[src/rtl/poly_fir_interpolator.sv]
// poly_fir_interpolator
// Polyphase FIR interpolator with a single time-shared multiplier.
// Low-rate samples arrive on tick_reduced_i and go into a T-deep circular
// buffer. Each tick_i runs one T-cycle multiply-accumulate over phase p,
// followed by a round/saturate cycle that updates signal_o.
//
// Strobe semantics: tick_reduced_i and tick_i are single-cycle strobes with
// no back-pressure. A tick_i that arrives while a computation is running is
// dropped and sets the sticky overrun_o. A tick_reduced_i that arrives while
// busy is parked in a one-entry holding register and committed on the edge
// back into IDLE. Overwriting a full holding register also sets overrun_o.
module poly_fir_interpolator #(
    parameter int num_bits_input       = 24,
    parameter int num_bits_output      = 24,
    parameter int interpolation_factor = 4,
    parameter int taps_per_phase       = 8,
    parameter int coef_bits            = 18,
    parameter int coef_frac_bits       = 16,
    // Entry p*T+k sits at bits [(p*T+k)*coef_bits +: coef_bits].
    parameter logic [interpolation_factor*taps_per_phase*coef_bits-1:0] coefs =
        {interpolation_factor{{((taps_per_phase-1)*coef_bits){1'b0}},
                              coef_bits'(1 << coef_frac_bits)}}
) (
    input  logic                       clk_i,
    input  logic                       reset_i,
    input  logic                       tick_reduced_i,
    input  logic                       tick_i,
    input  logic [num_bits_input-1:0]  signal_i,
    output logic [num_bits_output-1:0] signal_o,
    output logic                       valid_o,
    output logic                       overrun_o
);

    localparam int PROD_W = num_bits_input + coef_bits;
    localparam int ACC_W  = PROD_W + $clog2(taps_per_phase) + 1;
    localparam int PTR_W  = (taps_per_phase > 1) ? $clog2(taps_per_phase) : 1;
    localparam int PH_W   = (interpolation_factor > 1) ? $clog2(interpolation_factor) : 1;

    // Rounding constant (0.5 LSB of the output) and output saturation limits,
    // all expressed at accumulator width plus one guard bit.
    localparam logic signed [ACC_W:0] ROUND_HALF = {{ACC_W{1'b0}}, 1'b1} << (coef_frac_bits - 1);
    localparam logic signed [ACC_W:0] OUT_MAX    = ({{ACC_W{1'b0}}, 1'b1} << (num_bits_output - 1)) - 1;
    localparam logic signed [ACC_W:0] OUT_MIN    = ~OUT_MAX;

    typedef enum logic [1:0] {
        ST_IDLE  = 2'd0,
        ST_MAC   = 2'd1,
        ST_ROUND = 2'd2
    } state_t;

    state_t                            state_q, state_d;

    logic signed [num_bits_input-1:0]  buf_q [taps_per_phase];
    logic signed [num_bits_input-1:0]  buf_d [taps_per_phase];
    logic [PTR_W-1:0]                  head_q, head_d;        // index of x[0]
    logic                              hold_valid_q, hold_valid_d;
    logic [num_bits_input-1:0]         hold_data_q, hold_data_d;
    logic [PH_W-1:0]                   phase_q, phase_d;      // phase for the next tick
    logic [PH_W-1:0]                   act_phase_q, act_phase_d; // phase being computed
    logic [PTR_W-1:0]                  k_q, k_d;
    logic signed [ACC_W-1:0]           acc_q, acc_d;
    logic [num_bits_output-1:0]        signal_q, signal_d;
    logic                              valid_q, valid_d;
    logic                              overrun_q, overrun_d;

    // Datapath temporaries
    logic [PTR_W-1:0]                  rd_idx;
    logic signed [num_bits_input-1:0]  x_sel;
    logic signed [coef_bits-1:0]       h_sel;
    logic signed [PROD_W-1:0]          prod;
    logic signed [ACC_W:0]             round_sum;
    logic signed [ACC_W:0]             shifted;
    logic [num_bits_output-1:0]        sat_val;
    logic                              wr_en;
    logic [num_bits_input-1:0]         wr_data;
    logic                              mac_last;

    assign mac_last = (k_q == PTR_W'(taps_per_phase - 1));

    // State register
    always_ff @(posedge clk_i or posedge reset_i) begin
        if (reset_i) begin
            state_q <= ST_IDLE;
        end else begin
            state_q <= state_d;
        end
    end

    // Next-state logic: IDLE -> MAC on tick, MAC for T cycles, one ROUND cycle
    always_comb begin
        state_d = state_q;
        case (state_q)
            ST_IDLE:  if (tick_i)   state_d = ST_MAC;
            ST_MAC:   if (mac_last) state_d = ST_ROUND;
            ST_ROUND: state_d = ST_IDLE;
            default:  state_d = ST_IDLE;
        endcase
    end

    // Multiply operand selection: x[k] and h[p][k] for the current MAC step
    always_comb begin
        rd_idx = PTR_W'((int'(head_q) + taps_per_phase - int'(k_q)) % taps_per_phase);
        x_sel  = buf_q[rd_idx];
        h_sel  = $signed(coefs[(int'(act_phase_q) * taps_per_phase + int'(k_q)) * coef_bits +: coef_bits]);
        prod   = PROD_W'(x_sel) * PROD_W'(h_sel);
    end

    // Round half up, arithmetic shift, then clamp to the output range
    always_comb begin
        round_sum = $signed({acc_q[ACC_W-1], acc_q}) + ROUND_HALF;
        shifted   = round_sum >>> coef_frac_bits;
        if (shifted > OUT_MAX) begin
            sat_val = num_bits_output'(OUT_MAX);
        end else if (shifted < OUT_MIN) begin
            sat_val = num_bits_output'(OUT_MIN);
        end else begin
            sat_val = num_bits_output'(shifted);
        end
    end

    // Output/datapath logic: sample writes, holding register, MAC, round, overrun
    always_comb begin
        buf_d        = buf_q;
        head_d       = head_q;
        hold_valid_d = hold_valid_q;
        hold_data_d  = hold_data_q;
        phase_d      = phase_q;
        act_phase_d  = act_phase_q;
        k_d          = k_q;
        acc_d        = acc_q;
        signal_d     = signal_q;
        valid_d      = 1'b0;
        overrun_d    = overrun_q;
        wr_en        = 1'b0;
        wr_data      = signal_i;

        // Incoming low-rate sample: straight into the buffer when idle,
        // otherwise parked until the computation finishes.
        if (tick_reduced_i) begin
            if (state_q == ST_IDLE) begin
                wr_en   = 1'b1;
                wr_data = signal_i;
                phase_d = '0;
            end else begin
                if (hold_valid_q) begin
                    overrun_d = 1'b1;
                end
                hold_valid_d = 1'b1;
                hold_data_d  = signal_i;
            end
        end

        // A high-rate request while busy is lost.
        if (tick_i && (state_q != ST_IDLE)) begin
            overrun_d = 1'b1;
        end

        case (state_q)
            ST_IDLE: begin
                if (tick_i) begin
                    // A same-cycle sample write resets the phase to 0 first.
                    act_phase_d = tick_reduced_i ? '0 : phase_q;
                    k_d         = '0;
                    acc_d       = '0;
                end
            end
            ST_MAC: begin
                acc_d = acc_q + {{(ACC_W - PROD_W){prod[PROD_W-1]}}, prod};
                k_d   = mac_last ? '0 : k_q + 1'b1;
            end
            ST_ROUND: begin
                signal_d = sat_val;
                valid_d  = 1'b1;
                phase_d  = PH_W'((int'(act_phase_q) + 1) % interpolation_factor);
                // Commit any parked sample on the way back into IDLE so the
                // very next tick already sees it at phase 0.
                if (hold_valid_d) begin
                    wr_en        = 1'b1;
                    wr_data      = hold_data_d;
                    hold_valid_d = 1'b0;
                    phase_d      = '0;
                end
            end
            default: ;
        endcase

        if (wr_en) begin
            head_d         = PTR_W'((int'(head_q) + 1) % taps_per_phase);
            buf_d[head_d]  = wr_data;
        end
    end

    // Datapath registers
    always_ff @(posedge clk_i or posedge reset_i) begin
        if (reset_i) begin
            for (int i = 0; i < taps_per_phase; i++) begin
                buf_q[i] <= '0;
            end
            head_q       <= '0;
            hold_valid_q <= 1'b0;
            hold_data_q  <= '0;
            phase_q      <= '0;
            act_phase_q  <= '0;
            k_q          <= '0;
            acc_q        <= '0;
            signal_q     <= '0;
            valid_q      <= 1'b0;
            overrun_q    <= 1'b0;
        end else begin
            buf_q        <= buf_d;
            head_q       <= head_d;
            hold_valid_q <= hold_valid_d;
            hold_data_q  <= hold_data_d;
            phase_q      <= phase_d;
            act_phase_q  <= act_phase_d;
            k_q          <= k_d;
            acc_q        <= acc_d;
            signal_q     <= signal_d;
            valid_q      <= valid_d;
            overrun_q    <= overrun_d;
        end
    end

    assign signal_o  = signal_q;
    assign valid_o   = valid_q;
    assign overrun_o = overrun_q;

endmodule

[config.mk]
export PLATFORM = sky130hd
export DESIGN_NAME = poly_fir_interpolator
export DESIGN_NICKNAME = d
export VERILOG_FILES = /design/src/rtl/poly_fir_interpolator.sv
export SDC_FILE = /design/constraint.sdc
export NUM_CORES = 1
export LEC_CHECK = 0
export BUFFER_PORTS_ARGS = -buffer_cell sky130_fd_sc_hd__buf_2
export CAP_MARGIN = 30
export CORE_MARGIN = 1
export CORE_UTILIZATION = 45
export DETAILED_ROUTE_END_ITERATION = 8
export SKIP_LAST_GASP = 1
export SLEW_MARGIN = 20
export SYNTH_ARGS = -nofsm -noshare
export SYNTH_HDL_FRONTEND = slang
export SYNTH_SLANG_ARGS = --single-unit
export TNS_END_PERCENT = 1
[constraint.sdc]
create_clock -name clk_i -period 9.45 [get_ports clk_i]
set_input_delay 0.945 -clock clk_i [delete_from_list [all_inputs] [get_ports clk_i]]
set_output_delay 0.945 -clock clk_i [all_outputs]
set_load 0.005 [all_outputs]
== Yosys cells after proc, flatten, opt, wreduce, memory -nomap -nowiden ==
Cells that the tools add are included.

* $add $sub $neg: 8
* $mul: 2
* Divide/modulo/power cells: 0
* Magnitude comparators: 5
* Equal/unequal tests: 6
* Shifts and indexed selects: 1
* Multiplexer cells: 37
* Bitwise operators: 2
* Reduce and logical (&&, ||, !) cells: 14

{| class="wikitable"
|+ Operator list
! kind !! count
|-
| indexed part select 576 x 12 -> 18 bit, first input constant || 1
|-
| 2-to-1 mux 24 bit || 9
|-
| bitwise mux 192 bit || 1
|-
| case mux 46 bit (2 select lines) || 1
|-
| binary-select mux 24 bit (select 3 bit) || 1
|-
| demux 24 bit (select 3 bit) || 1
|-
| adder 46 x 17 -> 47 bit, second input constant || 1
|-
| adder 46 bit || 1
|-
| 2-to-1 mux 46 bit || 1
|-
| multiplier 24 x 18 -> 42 bit || 1
|-
| > comparator 31 x 24 -> 1 bit, second input constant || 1
|-
| < comparator 31 x 24 -> 1 bit, second input constant || 1
|-
| 2-to-1 mux 2 bit || 7
|-
| 2-to-1 mux 1 bit || 12
|-
| nonzero test 2 bit || 6
|-
| multiplier 6 x 4 -> 10 bit, second input constant || 1
|-
| adder 3 x 1 -> 3 bit, second input constant || 3
|-
| >= comparator 4 bit, second input constant || 2
|-
| NOT 3 -> 4 bit || 2
|-
| AND reduction 2 bit || 4
|-
| adder 5 x 3 -> 6 bit || 1
|-
| 2-to-1 mux 3 bit || 2
|-
| case mux 3 bit (2 select lines) || 1
|-
| < comparator 4 x 1 -> 1 bit, second input constant || 1
|-
| 11 further kinds || 13
|}

* Register bits after elaboration: 301
* Bits in latches: 0
* Bits in writable memories: 0
* ROM bits: 0
* Input port bits: 28
* Logic and storage cells: 94
* Memories kept: 0

== Longest topological paths before layout ==
Gate-level depths: netlist (run 1).

* Depth after elaboration: 9
* Mapped depth: 21

== Worst setup path before layout (run 1) ==
No wires, ideal clock.

* Path kind: flip-flop to flip-flop
* From: register head_q[0]
* To: register acc_q[42]
* Setup time: 122 ps
* Arrival: 4772 ps
* Data required time: 9328 ps
* Slack: 4557 ps
* Stages on the path, launching flop included: 21
* Path buffers: 4
* Cell sequence: dfrtp_1 -> inv_1 -> ha_1 -> inv_1 -> fa_1 -> buf_2 -> clkbuf_1 -> buf_1 -> mux4_2 -> nand2_1 -> a21oi_1 -> ha_1 -> buf_6 -> a21o_1 -> a211o_1 -> a211oi_2 -> o21a_2 -> o21ai_2 -> o211a_1 -> or3_1 -> a32o_1

* Word-level cells in the longest chain between the ends: 9

{| class="wikitable"
|+ Ends and longest elaborated chain
! element !! RTL line !! source
|-
| start, declared || 55 || <nowiki>logic [PTR_W-1:0] head_q, head_d;</nowiki>
|-
| start signal, assigned || 199 || <nowiki>head_q <= '0;</nowiki>
|-
| start signal, assigned || 211 || <nowiki>head_q <= head_d;</nowiki>
|-
| adder 3 x 1 -> 3 bit || 102 || <nowiki>rd_idx = PTR_W'((int'(head_q) + taps_per_phase - int'(k_q)) % taps_per_phase);</nowiki>
|-
| subtractor 3 bit || 102 ||
|-
| NOT 3 -> 4 bit (implied by the code) || 103 || <nowiki>x_sel = buf_q[rd_idx];</nowiki>
|-
| binary-select mux 24 bit (select 3 bit) || 103 ||
|-
| 2-to-1 mux 24 bit (implied by the code) (2 in series) || 103 ||
|-
| multiplier 24 x 18 -> 42 bit || 105 || <nowiki>prod = PROD_W'(x_sel) * PROD_W'(h_sel);</nowiki>
|-
| adder 46 bit || 168 || <nowiki>acc_d = acc_q + {{(ACC_W - PROD_W){prod[PROD_W-1]}}, prod};</nowiki>
|-
| case mux 46 bit (2 select lines) || 158 || <nowiki>case (state_q)</nowiki>
|-
| end signal, assigned || 205 || <nowiki>acc_q <= '0;</nowiki>
|-
| end signal, assigned || 217 || <nowiki>acc_q <= acc_d;</nowiki>
|-
| end, declared || 61 || <nowiki>logic signed [ACC_W-1:0] acc_q, acc_d;</nowiki>
|}

Every way passes these cells. The select of a mux whose other input is x is not followed.
A chain may end at the register's enable or synchronous reset.

== Worst setup path in the final report (run 1) ==
Ends and elaborated chain as after synthesis.

==> results by group, run 1 <==
Run status
  – Outcome: completed

Yosys
  – Commonest cells in the netlist: dfrtp_1, nand2_1, o21ai_0
  – EDFF count, synth: 0
  – Prevailing post-synth register cell: dfrtp_1
  – Yosys warning count: 0
  – Yosys cell types: just over 60
  – Async set-reset flop share out of synthesis: 100%
  – Syn Inst Count: 1369
  – Register area share after synthesis: between 50% and 60%
  – Synth top area cells: dfrtp_1, mux4_2, nand2_1
  – Synth area leader: dfrtp_1
  – Synth top area share: roughly half
  – Synth Area per Inst: between 10 and 15 um2
  – Synthesis-stage register bit count: 281
  – Synth Net Count: between 1000 and 1500
  – Netlist Area Pre-Place: approximately 0.014 mm2
  – Most numerous cell in the Yosys netlist: dfrtp_1

Worst setup path
  – Classification of the worst setup path: flop to flop
  – Critical Path Max Stage Delay: ~0.65 ns
  – FF-to-FF setup slack: 4.15 ns
  – Crit path max fanout: 48
  – R2R cell count: 17
  – Critical path startpoint: head_q[0]
  – Crit path max-delay cell type: buf_4
  – CP Launch Type: flop
  – Stages on worst setup path: 17
  – Crit path buf inv count: 3
  – Worst reg2reg startpoint: head_q[0]
  – Arr. time, crit path: between 5 and 6 ns
  – Crit path required time: 9.91 ns
  – Critical path endpoint category: flop
  – Top delay family on crit path: compound AO/OA/AOI/OAI gates
  – Critical-path cell list: inv_1, ha_4, inv_1, fa_2, buf_4, mux4_2, nand2_1, a21oi_1, ha_1, a21oi_1, o21ai_1, a21o_1, a21o_1, a2111o_1, o211a_1, or3_1, a32o_1
  – Reg-to-Reg End: acc_q[42]

STA
  – Final hold viol count: 0
  – Clock skew: around 0.008 ns
  – Fin crit period: 5.30 ns
  – Peak Freq: 0.189 GHz
  – Final slew viol count: 0
  – Worst Max-Slew Pin Slew: 0.968 ns
  – Period utilization: 56.0%
  – Fin worst setup slack: roughly 4.2 ns
  – Setup-failing EPs final: 0
  – RSZ-0062 raised after global routing: no
  – TNS Setup: 0 ns
  – Hold slack: around 0.31 ns
  – Relative slew margins: about 35%

Floorplan
  – Initial Utilization: between 40% and 50%
  – Die Ht: ~180 um
  – Die Wd: 177 um
  – Core ar.: 0.0300 mm2
  – Std cell rows: 63
  – Top Ports: 54
  – Die ar.: ~0.031 mm2

Place
  – Placed insts: about 1800
  – Post-place instance area: between 0.01 and 0.015 mm2
  – Pre-CTS setup slack: about 4.3 ns
  – DPL Wire Length: 20300 um
  – Placer Congestion: 0.856
  – Buffers on Ports: 53

Clock tree
  – Max Root-Sink Buffers: 3
  – CTS clk-pin slew, worst paths: approximately 0.060 ns
  – Post-cts hold buffer count: 0
  – Post-CTS Resized: 0
  – Latest clock arrival within the worst-skew pair: ~0.58 ns
  – Clk sinks: about 280
  – TritonCTS clock tree: built
  – H-tree levels: 1
  – Clock root cell: clkbuf_16
  – Total CTS buffers: 31
  – Total setup buffers inserted after CTS: 0

Route
  – Vias/cell: 5.47
  – Via count: between 9000 and 10000
  – Routed len/inst: approximately 18 um
  – First DRT Iteration DRCs: between 500 and 600
  – Total Routed Length: about 33000 um
  – Detail Route Antenna Nets: 0
  – DR pass1 iterations: 4
  – # DRC: 0

Finish
  – Fin util: 52.8%
  – Layout Cells excl Fill: between 1500 and 2000
  – Synth-to-Final Area Change: 14.4%
  – Share of cells above drive strength 1: approximately 15%
  – N_diodes: 0
  – Final Cell Area: 0.0158 mm2
  – Nets: between 1000 and 1500
  – # fillers: between 2000 and 3000

Pwr
  – Max VDD drop: 0.296 mV
  – Total chip power: between 6 and 7 mW
  – Leakage Power: around 7.4 nW
  – Pwr Density: slightly below 400 mW/mm2

GRT
  – Largest net degree at the start of global routing: 156
  – Total gr overflow: 0
  – GRT Total Usage: a little over a fifth
  – First-pass GRT wire length: between 50000 and 60000 um
  – Antenna violations before repair: 0
  – Vias in the first global route: 9747

Job
  – Max-cap viol count: 0

Hold path
  – Worst Hold Class: input port to async pin
-- worst register-to-register path, cell delays in order (launching register included) --
cell and delay, ns:
dfrtp_1 0.46, inv_1 0.17, ha_4 0.14, inv_1 0.05, fa_2 0.53, buf_4 0.65
mux4_2 0.60, nand2_1 0.08, a21oi_1 0.08, ha_1 0.46, a21oi_1 0.23, o21ai_1 0.12
a21o_1 0.20, a21o_1 0.19, a2111o_1 0.41, o211a_1 0.23, or3_1 0.32, a32o_1 0.26
-- routing by layer --
layer  up-vias  GRT usage, %  part of all wire (%)
met3        53          3.14                   3.9
met4         0          5.10                   2.3
met5         -             0                     0
met2       182          33.8                    45
li1       4790             -                     -
met1      4878          31.1                    49
-- worst max-delay path by stage --
stage	slack, ns	end
final	4.15	acc_q[42]
after global routing	3.95	acc_q[42]
after CTS	4.20	acc_q[42]
after detailed placement	4.25	acc_q[42]
after global placement	4.33	acc_q[42]
after floorplan	0.75	acc_q[16]
-- layout by cell type (no fill, tap or decap), drive strengths merged, types with 34 or more instances in the layout --
cell type	netlist	layout
ha	34	34
buf	22	75
o21ai	182	182
nand2	259	259
inv	92	93
mux4	48	48
dfrtp	281	281
a21oi	99	99
nor2	72	72
mux2i	74	74
clkbuf	59	43
-- flip-flops by register name, indices dropped and copies added, names as in the netlist --
name / flops
valid_o: 1
signal_o: 24
overrun_o: 1
hold_valid_q: 1
buf_q: 192
hold_data_q: 24
head_q: 3
state_q: 2
k_q: 3
acc_q: 30
-- power by group --
part	internal (mW)	leakage (nW)	total, mW	switching (mW)
Sequential	1.69	3.47	1.97	0.282
Combinational	1.36	3.37	3.01	1.66
Clock	0.802	0.552	1.30	0.503
Total	3.84	7.39	6.29	2.44
-- cell families (layout without fill, tap and decap cells) --
family / count (synthesis) / after routing / synth area share, %
muxes: 124 / 124 / 13.3
AOI/OAI and AO/OA: 356 / 356 / 15.0
DFF: 281 / 281 / 50.9
and+or+nand+nor: 377 / 377 / 11.0
adders and majority gates: 36 / 36 / 3.37
xor gates and xnor gates: 22 / 22 / 1.56
buffers and inverters: 173 / 225 / 4.86
-- area by class of cell --
type	instances	area, um2	area share [%]
Clock buffer	43	901	5.70
Multi-Input combinational cell	915	6210	39.3
Tap cell	390	488	3.09
Timing Repair Buffer	75	596	3.77
Clock inverter	15	220	1.39
Sequential cell	281	7030	44.5
Inverter	92	353	2.23
Note: power is estimated with default switching activity, not from simulation.
==> inputs of run 2 (changes only) <==
==> constraint.sdc (replaced) <==
create_clock -name clk_i -period 5.2 [get_ports clk_i]
set_input_delay 0.52 -clock clk_i [delete_from_list [all_inputs] [get_ports clk_i]]
set_output_delay 0.52 -clock clk_i [all_outputs]
set_load 0.005 [all_outputs]
==> run 2 against run 1 <==
Against the previous run:
- clock-buffer cell count is 6 higher
- register-to-register slack worse by 3.6 ns
- routed wire length is 1.1% lower
- power is 77% higher
- global-route usage is 0.38 points higher
- non-clock buffer count is 12 higher
- largest cell class unchanged
- highest routed layer unchanged
==> results by group, run 2 (synthesized netlist as in run 1, its figures left out) <==
Pwr
  – Internal power: 6.78 mW
  – NetSw: between 4 and 5 mW
  – Pwr Density: just over 700 mW/mm2
  – Switching share of power: between 30% and 40%
  – Clock share of power: between 10% and 20%
  – Sequential Power Share: 32.1%
  – Gate power share: between 40% and 50%
  – Max VDD drop: between 0.3 and 0.4 mV
  – Leakage Power: ~7.3 nW

Finish
  – Layout Cells excl Fill: around 1800
  – Most frequent cells in the layout: dfrtp_1, nand2_1, o21ai_0, a21oi_1, inv_1
  – Largest register FFs: approximately 190
  – Biggest regs: buf_q (192), acc_q (30)
  – Commonest non-fill, non-tap cell in the layout: dfrtp_1
  – Fin util: a little over half
  – Biggest register: buf_q
  – Synth-to-Final Area Change: 13.4%
  – Share of cells above drive strength 1: roughly 14%
  – Nets: between 1000 and 1500
  – N_diodes: 0

STA
  – Clock skew: 0.0200 ns
  – RSZ-0062 raised after global routing: no
  – Worst Max-Slew Pin Slew: 0.926 ns
  – Setup-failing EPs final: 0
  – TNS Setup: 0 ns
  – Peak Freq: 0.213 GHz
  – Final slew viol count: 0
  – Final hold viol count: 0
  – Relative slew margins: about two fifths
  – Period utilization: around 90%
  – Fin crit period: 4.68 ns

Floorplan
  – Top Ports: 54
  – Die Ht: between 150 and 200 um
  – Std cell rows: 63
  – Die ar.: roughly 0.031 mm2
  – Initial Utilization: between 40% and 50%
  – Core ar.: 0.0300 mm2
  – Die Wd: ~180 um

Worst setup path
  – Critical Path Max Stage Delay: 0.57 ns
  – Crit path buf inv count: 3
  – FF-to-FF setup slack: slightly above 0.5 ns
  – Critical-path cell list: inv_1, ha_4, inv_1, fa_2, buf_12, mux4_2, nand2_1, a21oi_1, ha_1, nand2_1, o21ai_1, a21o_1, a21o_1, a2111o_1, o211a_1, or3_1, a32o_1
  – Worst reg2reg startpoint: head_q[0]
  – R2R cell count: 17
  – Crit path max-delay cell type: fa_2
  – Classification of the worst setup path: flop to flop
  – Crit path max fanout: 36
  – Arr. time, crit path: 5.13 ns
  – CP Launch Type: flop
  – Crit path required time: between 5 and 6 ns
  – Critical path endpoint category: flop
  – Reg-to-Reg End: acc_q[42]
  – Top delay family on crit path: compound AO/OA/AOI/OAI gates

GRT
  – GRT Total Usage: about 22%
  – Total gr overflow: 0
  – First-pass GRT wire length: between 50000 and 60000 um
  – Largest net degree at the start of global routing: 175
  – Vias in the first global route: just under 10000
  – Antenna violations before repair: 0

Clock tree
  – Post-cts hold buffer count: 0
  – TritonCTS clock tree: built
  – Total CTS buffers: 30
  – Latest clock arrival within the worst-skew pair: 0.57 ns
  – Clk sinks: between 200 and 300
  – CTS clk-pin slew, worst paths: 0.06 ns
  – H-tree levels: 1
  – Post-CTS Resized: 0
  – Clock root cell: clkbuf_16
  – Max Root-Sink Buffers: 3
  – Total setup buffers inserted after CTS: 0

Route
  – First DRT Iteration DRCs: between 700 and 800
  – Via count: just under 10000
  – Detail Route Antenna Nets: 0
  – Total Routed Length: roughly 32000 um
  – # DRC: 0
  – Routed len/inst: ~18 um
  – DR pass1 iterations: 5
  – Vias/cell: about 5.4

Hold path
  – Worst Hold Class: input port to async pin

Place
  – DPL Wire Length: 21200 um
  – Buffers on Ports: 53
  – Placed insts: approximately 1800
  – Placer Congestion: between 0.8 and 0.9

Job
  – Max-cap viol count: 0

Run status
  – Outcome: completed
## run 2: cell count changes in the layout (fill, tap and decap cells not counted), moves of 2 or more
cell,before,now
buf_4,13,25
clkbuf_1,4,13
clkinv_2,7,1
buf_12,2,6
buf_16,7,3
bufinv_16,5,1
clkbuf_8,8,6
## run 2: routing by layer
| metal | GRT usage, % | share of wire (%) |
|---|---|---|
| met1 | 32.2 | 49 |
| met2 | 34.3 | 45 |
| met3 | 2.71 | 4.1 |
| met4 | 4.89 | 1.7 |
| met5 | 0 | 0 |
## run 2: cell type report
cell class,instances,area (um2)
fillers,2741,14300
flip-flops and latches,281,7030
multi-input cells,915,6190
clock buffers,49,882
repair buffers,87,656
well taps,390,488
inverters,92,349
clock inverters,3,65.1
## run 2: worst min-delay path: stages
cell	delay, ns
buf_2	0.11
clkinvlp_4	0.08
buf_12	0.24
## run 2: worst max-delay path by stage
stage	startpoint	end	depth (start not counted)
after floorplan	head_q[0]	acc_q[42]	20
after CTS	head_q[0]	acc_q[42]	17
after global placement	head_q[0]	acc_q[42]	17
final	head_q[0]	acc_q[42]	17
after global routing	head_q[0]	acc_q[45]	17
after detailed placement	head_q[0]	acc_q[42]	17
## run 2: stage by stage
stage	hold slack (ns)	power, mW	worst slack (ns)	area [um2]
global placement	0.456	9.01	0.621	14600
finish	0.0244	11.1	0.516	15700
floorplan	0.445	7.56	0.307	13800
detailed placement	0.465	9.14	0.559	14700
global route	0.0287	12.0	0.273	15700
CTS	0.168	11.2	0.535	15600
## run 2: power by group through the flow
stage	Clock, mW	Sequential [mW]	Combinational, mW
finish	2.06	3.57	5.51
global route	2.20	3.69	6.14
CTS	2.11	3.58	5.55
detailed placement	0	3.61	5.53
global placement	0	3.59	5.43
floorplan	0	3.45	4.12
